`src/rtl/di_pkg.sv`:
```
// Shared DI register-bus definitions: FSM state encoding, status codes, bus widths.
// Latency: n/a (types and constants only).
// Backpressure: n/a.
package di_pkg;

  localparam int DI_TERM_W   = 16;
  localparam int DI_ADDR_W   = 32;
  localparam int DI_DATA_W   = 32;
  localparam int DI_STATUS_W = 16;

  localparam logic [DI_STATUS_W-1:0] DI_STATUS_OK      = 16'h0000;
  localparam logic [DI_STATUS_W-1:0] DI_STATUS_TIMEOUT = 16'hFFFF;
  localparam logic [DI_STATUS_W-1:0] DI_STATUS_NOTERM  = 16'hFFFE;

  typedef enum logic [2:0] {
    ST_IDLE,
    ST_RD_REQ,
    ST_RD_WAIT,
    ST_RD_XFER,
    ST_WR_DATA,
    ST_WR_WAIT,
    ST_WR_XFER,
    ST_RESP
  } di_state_e;

endpackage

```
`src/rtl/di_host_master_if.sv`:
```
// Host command/write/response streams plus the DI terminal-side bus, bundled as one interface.
// Latency: n/a (wires only).
// Backpressure: valid/ready on cmd, wr and rsp; terminals stall via di_read_rdy/di_write_rdy.
// Modports: master = di_host_master view; slave = host transport + terminal view.
interface di_host_master_if
  import di_pkg::*;
#(
  parameter int LEN_WIDTH = 8
);

  // host command stream
  logic                   cmd_valid;
  logic                   cmd_ready;
  logic                   cmd_write;
  logic [DI_TERM_W-1:0]   cmd_term;
  logic [DI_ADDR_W-1:0]   cmd_addr;
  logic [LEN_WIDTH-1:0]   cmd_len;
  // host write-data stream
  logic                   wr_valid;
  logic                   wr_ready;
  logic [DI_DATA_W-1:0]   wr_data;
  // host response stream
  logic                   rsp_valid;
  logic                   rsp_ready;
  logic [DI_DATA_W-1:0]   rsp_rdata;
  logic [DI_STATUS_W-1:0] rsp_status;
  logic                   rsp_last;
  // terminal side
  logic [DI_TERM_W-1:0]   di_term_addr;
  logic [DI_ADDR_W-1:0]   di_reg_addr;
  logic                   di_read_mode;
  logic                   di_read_req;
  logic                   di_read;
  logic                   di_write_mode;
  logic                   di_write;
  logic [DI_DATA_W-1:0]   di_reg_datai;
  logic                   di_read_rdy;
  logic                   di_write_rdy;
  logic                   di_en;
  logic [DI_DATA_W-1:0]   di_reg_datao;
  logic [DI_STATUS_W-1:0] di_transfer_status;

  modport master (
    input  cmd_valid, cmd_write, cmd_term, cmd_addr, cmd_len,
    output cmd_ready,
    input  wr_valid, wr_data,
    output wr_ready,
    output rsp_valid, rsp_rdata, rsp_status, rsp_last,
    input  rsp_ready,
    output di_term_addr, di_reg_addr, di_read_mode, di_read_req, di_read,
    output di_write_mode, di_write, di_reg_datai,
    input  di_read_rdy, di_write_rdy, di_en, di_reg_datao, di_transfer_status
  );

  modport slave (
    output cmd_valid, cmd_write, cmd_term, cmd_addr, cmd_len,
    input  cmd_ready,
    output wr_valid, wr_data,
    input  wr_ready,
    input  rsp_valid, rsp_rdata, rsp_status, rsp_last,
    output rsp_ready,
    input  di_term_addr, di_reg_addr, di_read_mode, di_read_req, di_read,
    input  di_write_mode, di_write, di_reg_datai,
    output di_read_rdy, di_write_rdy, di_en, di_reg_datao, di_transfer_status
  );

endinterface

```
`src/rtl/di_timeout_counter.sv`:
```
// Per-word wait watchdog: counts cycles while enabled, flags the last allowed cycle.
// Latency: expired is combinational in the TIMEOUT_CYCLES-th enabled cycle after a clear.
// Backpressure: none.
// Ports: di_clk, resetb (async active-low), clr (sync clear), en (count), expired.
module di_timeout_counter #(
  parameter int TIMEOUT_CYCLES = 1024,
  parameter int TO_WIDTH       = 11
) (
  input  logic di_clk,
  input  logic resetb,
  input  logic clr,
  input  logic en,
  output logic expired
);

  logic [TO_WIDTH-1:0] cnt_q;

  always_ff @(posedge di_clk or negedge resetb) begin
    if (!resetb) begin
      cnt_q <= '0;
    end else if (clr) begin
      cnt_q <= '0;
    end else if (en) begin
      cnt_q <= cnt_q + TO_WIDTH'(1);
    end
  end

  // cnt_q holds the number of cycles already spent waiting, so the cycle in
  // which it reads TIMEOUT_CYCLES-1 is the last one; the waiter leaves after it.
  assign expired = en && (cnt_q == TO_WIDTH'(TIMEOUT_CYCLES - 1));

endmodule

```
`src/rtl/di_host_master.sv`:
```
// DI bus initiator: turns host single/burst register commands into di_* transactions, one response per word.
// Latency: accept -> rsp_valid 4 cycles per read word with terminal ready; writes add wr_data wait.
// Backpressure: holds in RESP with stable rsp_* until rsp_ready; stalls on di_*_rdy up to TIMEOUT_CYCLES.
// Ports: di_clk, resetb (async active-low), bus (di_host_master_if.master: cmd/wr/rsp streams + di_* bus).
module di_host_master
  import di_pkg::*;
#(
  parameter int LEN_WIDTH      = 8,
  parameter int TIMEOUT_CYCLES = 1024,
  parameter int TO_WIDTH       = 11
) (
  input  logic             di_clk,
  input  logic             resetb,
  di_host_master_if.master bus
);

  di_state_e              state_q, state_d;
  logic                   run_q;        // keeps cmd_ready low while in reset
  logic                   is_write_q;
  logic                   mode_q;
  logic [LEN_WIDTH-1:0]   remain_q;     // words left after the current one
  logic [DI_TERM_W-1:0]   term_q;
  logic [DI_ADDR_W-1:0]   addr_q;
  logic [DI_DATA_W-1:0]   datai_q;
  logic [DI_DATA_W-1:0]   rsp_rdata_q;
  logic [DI_STATUS_W-1:0] rsp_status_q;
  logic                   rsp_last_q;

  logic                   cmd_rdy, cmd_acc, wr_acc, rsp_acc;
  logic                   in_wait, wait_rdy, to_expired;
  logic                   resp_load;
  logic [DI_DATA_W-1:0]   resp_rdata_d;
  logic [DI_STATUS_W-1:0] resp_status_d;

  assign cmd_rdy  = run_q && (state_q == ST_IDLE);
  assign cmd_acc  = cmd_rdy && bus.cmd_valid;
  assign wr_acc   = (state_q == ST_WR_DATA) && bus.wr_valid;
  assign rsp_acc  = (state_q == ST_RESP) && bus.rsp_ready;
  assign in_wait  = (state_q == ST_RD_WAIT) || (state_q == ST_WR_WAIT);
  assign wait_rdy = (state_q == ST_RD_WAIT) ? bus.di_read_rdy : bus.di_write_rdy;

  // Cleared whenever we are outside a wait state, so every wait starts from zero.
  di_timeout_counter #(
    .TIMEOUT_CYCLES (TIMEOUT_CYCLES),
    .TO_WIDTH       (TO_WIDTH)
  ) u_timeout (
    .di_clk  (di_clk),
    .resetb  (resetb),
    .clr     (!in_wait),
    .en      (in_wait),
    .expired (to_expired)
  );

  always_ff @(posedge di_clk or negedge resetb) begin
    if (!resetb) begin
      state_q <= ST_IDLE;
    end else begin
      state_q <= state_d;
    end
  end

  always_comb begin
    state_d       = state_q;
    resp_load     = 1'b0;
    resp_rdata_d  = '0;
    resp_status_d = DI_STATUS_OK;
    case (state_q)
      ST_IDLE: begin
        if (cmd_acc) begin
          state_d = bus.cmd_write ? ST_WR_DATA : ST_RD_REQ;
        end
      end
      ST_RD_REQ: state_d = ST_RD_WAIT;
      ST_WR_DATA: begin
        if (wr_acc) begin
          state_d = ST_WR_WAIT;
        end
      end
      ST_RD_WAIT, ST_WR_WAIT: begin
        // An absent terminal wins over ready/timeout so no strobe ever reaches it.
        if (!bus.di_en) begin
          state_d       = ST_RESP;
          resp_load     = 1'b1;
          resp_status_d = DI_STATUS_NOTERM;
        end else if (wait_rdy) begin
          state_d = (state_q == ST_RD_WAIT) ? ST_RD_XFER : ST_WR_XFER;
        end else if (to_expired) begin
          state_d       = ST_RESP;
          resp_load     = 1'b1;
          resp_status_d = DI_STATUS_TIMEOUT;
        end
      end
      ST_RD_XFER: begin
        state_d       = ST_RESP;
        resp_load     = 1'b1;
        resp_rdata_d  = bus.di_reg_datao;
        resp_status_d = bus.di_transfer_status;
      end
      ST_WR_XFER: begin
        state_d       = ST_RESP;
        resp_load     = 1'b1;
        resp_status_d = bus.di_transfer_status;
      end
      ST_RESP: begin
        if (bus.rsp_ready) begin
          if (rsp_last_q) begin
            state_d = ST_IDLE;
          end else begin
            state_d = is_write_q ? ST_WR_DATA : ST_RD_REQ;
          end
        end
      end
      default: state_d = ST_IDLE;
    endcase
  end

  always_ff @(posedge di_clk or negedge resetb) begin
    if (!resetb) begin
      run_q        <= 1'b0;
      is_write_q   <= 1'b0;
      mode_q       <= 1'b0;
      remain_q     <= '0;
      term_q       <= '0;
      addr_q       <= '0;
      datai_q      <= '0;
      rsp_rdata_q  <= '0;
      rsp_status_q <= '0;
      rsp_last_q   <= 1'b0;
    end else begin
      run_q <= 1'b1;
      if (cmd_acc) begin
        is_write_q <= bus.cmd_write;
        mode_q     <= 1'b1;
        remain_q   <= bus.cmd_len;
        term_q     <= bus.cmd_term;
        addr_q     <= bus.cmd_addr;
      end
      if (wr_acc) begin
        datai_q <= bus.wr_data;
      end
      if (resp_load) begin
        rsp_rdata_q  <= resp_rdata_d;
        rsp_status_q <= resp_status_d;
        // Any non-zero status ends the burst early and is reported as the last word.
        rsp_last_q   <= (remain_q == '0) || (resp_status_d != DI_STATUS_OK);
      end
      if (rsp_acc) begin
        if (rsp_last_q) begin
          mode_q <= 1'b0;
        end else begin
          addr_q   <= addr_q + 32'd1;  // natural wrap FFFFFFFF -> 0
          remain_q <= remain_q - LEN_WIDTH'(1);
        end
      end
    end
  end

  assign bus.cmd_ready     = cmd_rdy;
  assign bus.wr_ready      = (state_q == ST_WR_DATA);
  assign bus.rsp_valid     = (state_q == ST_RESP);
  assign bus.rsp_rdata     = rsp_rdata_q;
  assign bus.rsp_status    = rsp_status_q;
  assign bus.rsp_last      = rsp_last_q;
  assign bus.di_term_addr  = term_q;
  assign bus.di_reg_addr   = addr_q;
  assign bus.di_read_mode  = mode_q && !is_write_q;
  assign bus.di_write_mode = mode_q && is_write_q;
  assign bus.di_read_req   = (state_q == ST_RD_REQ);
  assign bus.di_read       = (state_q == ST_RD_XFER);
  assign bus.di_write      = (state_q == ST_WR_XFER);
  assign bus.di_reg_datai  = datai_q;

endmodule

```
`src/flat_wrapper.sv`:
```
// flat-port wrapper written by rule: the top's interface ports become plain ports
module di_host_master_flat import di_pkg::*;
#(
  parameter int LEN_WIDTH      = 8,
  parameter int TIMEOUT_CYCLES = 1024,
  parameter int TO_WIDTH       = 11
)
  (di_clk, resetb, bus_cmd_valid, bus_cmd_write, bus_cmd_term, bus_cmd_addr, bus_cmd_len, bus_cmd_ready, bus_wr_valid, bus_wr_data, bus_wr_ready, bus_rsp_valid, bus_rsp_rdata, bus_rsp_status, bus_rsp_last, bus_rsp_ready, bus_di_term_addr, bus_di_reg_addr, bus_di_read_mode, bus_di_read_req, bus_di_read, bus_di_write_mode, bus_di_write, bus_di_reg_datai, bus_di_read_rdy, bus_di_write_rdy, bus_di_en, bus_di_reg_datao, bus_di_transfer_status);
  di_host_master_if #(.LEN_WIDTH(LEN_WIDTH)) bus_i ();
  input  logic di_clk;
  input  logic resetb;
  input wire logic [$bits(bus_i.cmd_valid)-1:0] bus_cmd_valid;
  input wire logic [$bits(bus_i.cmd_write)-1:0] bus_cmd_write;
  input wire logic [$bits(bus_i.cmd_term)-1:0] bus_cmd_term;
  input wire logic [$bits(bus_i.cmd_addr)-1:0] bus_cmd_addr;
  input wire logic [$bits(bus_i.cmd_len)-1:0] bus_cmd_len;
  output wire logic [$bits(bus_i.cmd_ready)-1:0] bus_cmd_ready;
  input wire logic [$bits(bus_i.wr_valid)-1:0] bus_wr_valid;
  input wire logic [$bits(bus_i.wr_data)-1:0] bus_wr_data;
  output wire logic [$bits(bus_i.wr_ready)-1:0] bus_wr_ready;
  output wire logic [$bits(bus_i.rsp_valid)-1:0] bus_rsp_valid;
  output wire logic [$bits(bus_i.rsp_rdata)-1:0] bus_rsp_rdata;
  output wire logic [$bits(bus_i.rsp_status)-1:0] bus_rsp_status;
  output wire logic [$bits(bus_i.rsp_last)-1:0] bus_rsp_last;
  input wire logic [$bits(bus_i.rsp_ready)-1:0] bus_rsp_ready;
  output wire logic [$bits(bus_i.di_term_addr)-1:0] bus_di_term_addr;
  output wire logic [$bits(bus_i.di_reg_addr)-1:0] bus_di_reg_addr;
  output wire logic [$bits(bus_i.di_read_mode)-1:0] bus_di_read_mode;
  output wire logic [$bits(bus_i.di_read_req)-1:0] bus_di_read_req;
  output wire logic [$bits(bus_i.di_read)-1:0] bus_di_read;
  output wire logic [$bits(bus_i.di_write_mode)-1:0] bus_di_write_mode;
  output wire logic [$bits(bus_i.di_write)-1:0] bus_di_write;
  output wire logic [$bits(bus_i.di_reg_datai)-1:0] bus_di_reg_datai;
  input wire logic [$bits(bus_i.di_read_rdy)-1:0] bus_di_read_rdy;
  input wire logic [$bits(bus_i.di_write_rdy)-1:0] bus_di_write_rdy;
  input wire logic [$bits(bus_i.di_en)-1:0] bus_di_en;
  input wire logic [$bits(bus_i.di_reg_datao)-1:0] bus_di_reg_datao;
  input wire logic [$bits(bus_i.di_transfer_status)-1:0] bus_di_transfer_status;
  assign bus_i.cmd_valid = bus_cmd_valid;
  assign bus_i.cmd_write = bus_cmd_write;
  assign bus_i.cmd_term = bus_cmd_term;
  assign bus_i.cmd_addr = bus_cmd_addr;
  assign bus_i.cmd_len = bus_cmd_len;
  assign bus_cmd_ready = bus_i.cmd_ready;
  assign bus_i.wr_valid = bus_wr_valid;
  assign bus_i.wr_data = bus_wr_data;
  assign bus_wr_ready = bus_i.wr_ready;
  assign bus_rsp_valid = bus_i.rsp_valid;
  assign bus_rsp_rdata = bus_i.rsp_rdata;
  assign bus_rsp_status = bus_i.rsp_status;
  assign bus_rsp_last = bus_i.rsp_last;
  assign bus_i.rsp_ready = bus_rsp_ready;
  assign bus_di_term_addr = bus_i.di_term_addr;
  assign bus_di_reg_addr = bus_i.di_reg_addr;
  assign bus_di_read_mode = bus_i.di_read_mode;
  assign bus_di_read_req = bus_i.di_read_req;
  assign bus_di_read = bus_i.di_read;
  assign bus_di_write_mode = bus_i.di_write_mode;
  assign bus_di_write = bus_i.di_write;
  assign bus_di_reg_datai = bus_i.di_reg_datai;
  assign bus_i.di_read_rdy = bus_di_read_rdy;
  assign bus_i.di_write_rdy = bus_di_write_rdy;
  assign bus_i.di_en = bus_di_en;
  assign bus_i.di_reg_datao = bus_di_reg_datao;
  assign bus_i.di_transfer_status = bus_di_transfer_status;
  di_host_master #(.LEN_WIDTH(LEN_WIDTH), .TIMEOUT_CYCLES(TIMEOUT_CYCLES), .TO_WIDTH(TO_WIDTH)) u_core (.di_clk(di_clk), .resetb(resetb), .bus(bus_i));
endmodule
```
`config.mk`:
```
export PLATFORM = sky130hd
export DESIGN_NAME = di_host_master_flat
export DESIGN_NICKNAME = d
export VERILOG_FILES = /design/src/rtl/di_pkg.sv /design/src/rtl/di_host_master_if.sv /design/src/rtl/di_timeout_counter.sv /design/src/rtl/di_host_master.sv /design/src/flat_wrapper.sv
export SDC_FILE = /design/constraint.sdc
export NUM_CORES = 1
export LEC_CHECK = 0
export BUFFER_PORTS_ARGS = -buffer_cell sky130_fd_sc_hd__clkbuf_2
export CORE_ASPECT_RATIO = 0.7
export CORE_MARGIN = 2
export CORE_UTILIZATION = 35
export DETAILED_ROUTE_END_ITERATION = 6
export SLEW_MARGIN = 25
export SYNTH_ARGS = -nofsm -noshare
export SYNTH_HDL_FRONTEND = slang
export SYNTH_HIERARCHICAL = 1
export SYNTH_SLANG_ARGS = --single-unit
```
`constraint.sdc`:
```
create_clock -name di_clk -period 4.02 [get_ports di_clk]
set_input_delay 0.804 -clock di_clk [delete_from_list [all_inputs] [get_ports di_clk]]
set_output_delay 0.804 -clock di_clk [all_outputs]
set_load 0.05 [all_outputs]
```
==> results of run 1 <==
==> Yosys cell counts, types with 3 or more instances <==
| cell | count | area, sq um |
|---|---|---|
| inv_1 | 13 | 48.80 |
| nor2b_1 | 5 | 31.28 |
| or3_1 | 9 | 56.30 |
| or4_1 | 5 | 37.54 |
| a22o_1 | 32 | 280.3 |
| dfrtp_1 | 154 | 3854 |
| a221o_1 | 3 | 30.03 |
| and4_1 | 6 | 52.55 |
| xor2_1 | 3 | 26.28 |
| a311oi_1 | 8 | 70.07 |
| o31ai_1 | 4 | 30.03 |
| clkbuf_1 | 28 | 105.1 |
| o21ai_0 | 15 | 75.07 |
| nor3_1 | 19 | 95.09 |
| a211oi_1 | 10 | 75.07 |
| o22ai_1 | 6 | 37.54 |
| ha_1 | 4 | 50.05 |
| mux2_2 | 33 | 371.6 |
| a31oi_1 | 4 | 25.02 |
| buf_2 | 8 | 40.04 |
| and2_1 | 4 | 25.02 |
| nand3_1 | 29 | 145.1 |
| nand2_1 | 114 | 427.9 |
| nor4_1 | 14 | 87.58 |
| and3_1 | 4 | 25.02 |
| nand4_1 | 9 | 56.30 |
| o221a_2 | 4 | 45.04 |
| nand2b_1 | 4 | 25.02 |
| nor2_1 | 46 | 172.7 |
| xnor2_1 | 5 | 43.79 |
| o211ai_1 | 7 | 52.55 |
| a21oi_1 | 27 | 135.1 |
==> power breakdown <==
group	internal [mW]	switching (mW)
Combinational	1.20	3.58
Sequential	2.25	0.533
Clock	0.939	0.707
Total	4.39	4.82
==> kinds of logic after synthesis <==
kind of cell               after synthesis  synth area share, %
muxes                                   35                5.610
and+or+nand+nor                        281                19.59
xor gates and xnor gates                 8                1.004
DFF                                    154                55.21
adders and majority gates                4               0.7170
AOI/OAI and AO/OA                      137                14.48
other                                    1              0.05372
buffers and inverters                   55                3.334
==> final cells by class <==
cell class	instances	area (sq um)
fill	1929	10410
antenna	2	5.005
timing repair buffer	296	1525
clock buffer	17	425.4
sequential	154	3854
tap	270	337.8
multi-input combinational	466	2908
inverter	14	52.55
clock inverter	15	175.2
==> registers in the layout (all words and copies together) (netlist names), 3 cells and up <==
signal                   cells
u_core/u_timeout/cnt_q      11
u_core/bus.di_reg_addr      32
u_core/bus.di_term_addr     16
u_core/remain_q              8
u_core/bus.di_reg_datai     32
u_core/bus.rsp_rdata        32
u_core/state_q               3
u_core/bus.rsp_status       16
==> critical path, delay by kind of cell, from the launching register on <==
| kind | cells | cell delay [ns] |
|---|---|---|
| compound gates | 4 | 0.73 |
| buf+inv | 3 | 0.61 |
| flops | 1 | 0.57 |
| simple gates | 4 | 1.26 |
==> worst paths after layout <==
path	startpoint	to	slack, ns	cells after the start
setup / recovery	u_core/state_q[1]	u_core/bus.rsp_status[0]	0.73	11
hold / removal	resetb	u_core/bus.di_term_addr[2]	0.39	1
setup reg to reg	u_core/state_q[1]	u_core/bus.rsp_status[0]	0.73	11
hold reg to reg	u_core/bus.di_term_addr[9]	u_core/bus.di_term_addr[9]	0.48	2
max in group asynchronous	resetb	u_core/bus.rsp_status[15]	2.73	2
min in group di_clk	u_core/bus.di_term_addr[9]	u_core/bus.di_term_addr[9]	0.48	2
==> metrics by stage <==
step	utilization (%)	hold slack, ns	area (sq um)
2_1_floorplan	-	0.4742	6980
5_1_grt	47.12	0.4096	9278
6_report	47.14	0.3878	9283
3_3_place_gp	44.07	0.4596	8677
3_5_place_dp	44.07	0.4619	8677
4_1_cts	47.12	0.3924	9278
==> per-layer routing <==
| layer | wire length (um) | GRT usage, % | vias up | part of all wire [%] |
|---|---|---|---|---|
| met5 | 0 | 0 | - | 0 |
| met4 | 397 | 7.468 | 0 | 2.0 |
| met3 | 1210 | 4.494 | 26 | 6.0 |
| met2 | 8617 | 26.78 | 200 | 43 |
| met1 | 9926 | 27.86 | 2953 | 49 |
| li1 | - | - | 3002 | - |
==> cell usage in the layout, fill, tap and decap left out, drive strengths merged, types with 3 or more instances in the layout <==
cell type	Yosys	routed
clkbuf	29	297
dfrtp	154	154
nand2	114	114
nor2	46	46
mux2	33	33
a22o	32	32
nand3	31	31
a21oi	27	27
inv	14	22
nor3	20	20
buf	12	16
o21ai	15	15
nor4	15	15
a211oi	11	11
nand4	10	10
or3	9	9
a311oi	8	8
o211ai	7	7
and4	6	6
o22ai	6	6
nor2b	5	5
xnor2	5	5
or4	5	5
nand2b	4	4
o31ai	4	4
and3	4	4
and2	4	4
o221a	4	4
a31oi	4	4
ha	4	4
a221o	3	3
xor2	3	3
clkinv	0	3
==> metrics.txt, run 1 <==
pin count of the biggest net entering global routing=65; crit-path max FO=33; post-DP HPWL=14.29 mm; CP startpoint kind=flop; crit path cell chain=nor3b_1, a21oi_1, inv_1, nand4_1, nor4_1, inv_1, o211ai_1, a21oi_1, or3_1, buf_4, a221o_1; post-CTS setup buffers=0; cell count after synthesis=675; drt total wl=20.15 mm; syn_area_per_cell=10.34 sq um; port bufs=281; Crit Path Class=reg -> reg; CP max-delay cell=dfrtp_1; Post-synth ARST share=100.0%; Initial DRC Count=478; Synth cell types=63; H-tree levels=4; pre-CTS setup slack=0.7305 ns; # nets final=1098; outcome=finished clean; hold crit path type=in -> async; relative slew slack=46.82%; max_cap viols=0; hold-fix buffers at CTS=0; Setup TNS=0 ns; initial antenna violation count=0; global placement routability congestion=0.8297; Worst Setup End Kind=flop; final setup margin=0.7319 ns; num rows=43; Die Area=0.02111 sq mm; CTS tree=built; Leak Pwr=4.549 nW; total power=9.202 mW; initial core utilization=35.45%; post-CTS resize count=0; Post-Place Cells=1200; Top FF cell, synth=dfrtp_1; Max IR drop VDD=0.4461 mV; Longest Clk Path Bufs=2; vias after detailed routing=6181; RSZ-0062 raised after global routing=false; GR Overflow Total=0; Tcrit/Tclk final=81.79%; Yosys warning total=6; Avg WL per Cell=16.33 um; Pwr Density=991.3 mW/mm^2; post-layout minimum cycle time=3.288 ns; Die W=172.8 um; final setup fails=0; share of layout cells above drive strength 1=39.29%; Required @ worst endpoint=4.32 ns; CTS Buf Count=17; Hold Fails Final Rpt=0; GRT Total Usage=18.93%; Worst Path Arrival=3.59 ns; Mapped Area=0.006980 sq mm; vias in the first global route=5969; number of enable flip-flop cells after synthesis=0; core area=0.01969 sq mm; Seq/Total Area, Yosys=55.21%; # DRC=0; CTS root buf=clkbuf_16; Pre-antenna DRT Iters=5; slowest stage delay, CP=0.57 ns; maximum clock frequency=304.1 MHz; CTS sink count=154; boundary pin count=282; fin cells=1234; Vias/cell=5.009; worst skew pair latency=0.42 ns; Setup Skew=0.01104 ns; die height=122.2 um; worst slew pin tran=0.7951 ns; Layout area overhead=32.98%; Reg clk slew, reported paths=0.07 ns; Final Max Slew Viols=0; number of synthesized register bits=154; antenna viol nets, final=0; syn_nets=824; first-pass GRT wire length=31.74 mm
(Power assumes the default switching activity.)
==> inputs of run 2 (changes only) <==
==> constraint.sdc (replaced) <==
create_clock -name di_clk -period 2.88 [get_ports di_clk]
set_input_delay 0.576 -clock di_clk [delete_from_list [all_inputs] [get_ports di_clk]]
set_output_delay 0.576 -clock di_clk [all_outputs]
set_load 0.05 [all_outputs]
==> run 2 against run 1 <==
  * Wire length up 0.21%
  * Non-clock buffer count up 3
  * Global-route usage up 0.15 points
  * Largest cell class unchanged
  * Maximum frequency up 29%
  * Clock power up 44%
  * Worst setup slack worse by 0.40 ns
  * Largest power group unchanged
  * Sequential share of layout area down 0.44 points
  * Flip-flop and latch count unchanged
  * Combinational power up 40%
  * Die area unchanged
  * Cell count up 0.16%
==> metrics.txt, run 2 (synthesis gave the netlist of run 1 again) <==
outcome=finished clean; Reg area=0.003854 sq mm; Final Max Slew Viols=0; Required @ worst endpoint=3.18 ns; initial core utilization=35.45%; CTS sink count=154; antenna viol nets, final=0; Crit Path Class=reg -> reg; max_cap viols=0; Initial DRC Count=386; final instance area=0.009382 sq mm; share of layout cells above drive strength 1=39.90%; post-CTS setup buffers=0; die height=122.2 um; vias in the first global route=5878; Pre-antenna DRT Iters=5; num rows=43; global placement routability congestion=0.8741; Longest Clk Path Bufs=2; relative slew slack=59.25%; Pwr Density=1383 mW/mm^2; leading cell type in the layout, fill and taps excluded=clkbuf_2; hold-fix buffers at CTS=0; post-layout minimum cycle time=2.550 ns; final hold slack=0.1030 ns; Tcrit/Tclk final=88.53%; initial antenna violation count=1; Worst Path Arrival=2.85 ns; CTS tree=built; drt total wl=20.19 mm; Hold Fails Final Rpt=0; post-CTS resize count=0; Leak Pwr=4.583 nW; CP startpoint kind=flop; port bufs=281; # DRC=0; Setup Skew=0.01405 ns; boundary pin count=282; post-DP HPWL=14.47 mm; most frequent cells in the layout=clkbuf_2 (280), dfrtp_1 (154), nand2_1 (113), nor2_1 (46), mux2_2 (33); GR Overflow Total=0; GRT Total Usage=19.08%; pin count of the biggest net entering global routing=99; total power=12.97 mW; vias after detailed routing=6216; Reg clk slew, reported paths=0.07 ns; dpl cell area=0.008746 sq mm; Vias/cell=5.029; crit-path max FO=32; worst skew pair latency=0.43 ns; Setup TNS=0 ns; Die W=172.8 um; final setup fails=0; Worst Setup End Kind=flop; CTS root buf=clkbuf_16; Avg WL per Cell=16.34 um; Layout area overhead=34.40%; Max IR drop VDD=0.6248 mV; maximum clock frequency=392.2 MHz; Die Area=0.02111 sq mm; H-tree levels=4; # nets final=1101; hold crit path type=in -> async; CTS Buf Count=17; first-pass GRT wire length=32.05 mm; RSZ-0062 raised after global routing=false; fillers=1933; area of the multi-input gates=0.002938 sq mm; core area=0.01969 sq mm; worst slew pin tran=0.6112 ns
## run 2: area by class of cell
| class | count | area share (%) |
|---|---|---|
| clock buffers | 18 | 4.681 |
| inverters | 14 | 0.5601 |
| repair buffers | 299 | 16.76 |
| flip-flops and latches | 154 | 41.08 |
| well taps | 270 | 3.601 |
| diodes | 1 | 0.02667 |
| clock inverters | 14 | 1.974 |
| multi-input cells | 466 | 31.32 |
## run 2: where the power goes
part	switching, mW	internal, mW
Combinational	5.00	1.70
Clock	0.968	1.41
Sequential	0.754	3.14
Total	6.73	6.25
## run 2: critical path, stage by stage, from the launching register on
cell,delay [ns]
dfrtp_1,0.40
inv_1,0.11
nor2_1,0.17
a21oi_2,0.09
inv_1,0.07
nand4_1,0.15
nor4_4,0.20
inv_1,0.10
o211ai_1,0.17
a21oi_1,0.08
or3_1,0.38
buf_4,0.25
a22o_1,0.23
## run 2: final timing paths
check	slack [ns]	endpoint	from	depth (start not counted)
setup / recovery	0.33	u_core/bus.rsp_rdata[7]	u_core/state_q[0]	12
hold / removal	0.10	u_core/bus.di_reg_addr[12]	resetb	2
setup reg to reg	0.33	u_core/bus.rsp_rdata[7]	u_core/state_q[0]	12
hold reg to reg	0.48	u_core/bus.di_term_addr[11]	u_core/bus.di_term_addr[11]	2
max in group asynchronous	2.24	u_core/bus.rsp_status[14]	resetb	2
min in group di_clk	0.34	u_core/bus.di_term_addr[3]	bus_cmd_term[3]	3
## run 2: metrics by stage
| step | setup slack [ns] | cells | util (%) |
|---|---|---|---|
| 2_1_floorplan | 0.001550 | 675 | - |
| 6_report | 0.3302 | 1236 | 47.64 |
| 5_1_grt | 0.07934 | 1235 | 47.63 |
| 3_5_place_dp | 0.1903 | 1203 | 44.41 |
| 4_1_cts | 0.1840 | 1235 | 47.59 |
| 3_3_place_gp | 0.2773 | 1203 | 44.41 |
## run 2: routing by layer
metal | global-route usage [%] | vias to the layer above | wire length, um
li1 | - | 3001 | -
met3 | 4.120 | 20 | 1170
met4 | 6.674 | 0 | 320
met5 | 0 | - | 0
met2 | 28.06 | 204 | 9059
met1 | 27.84 | 2991 | 9643
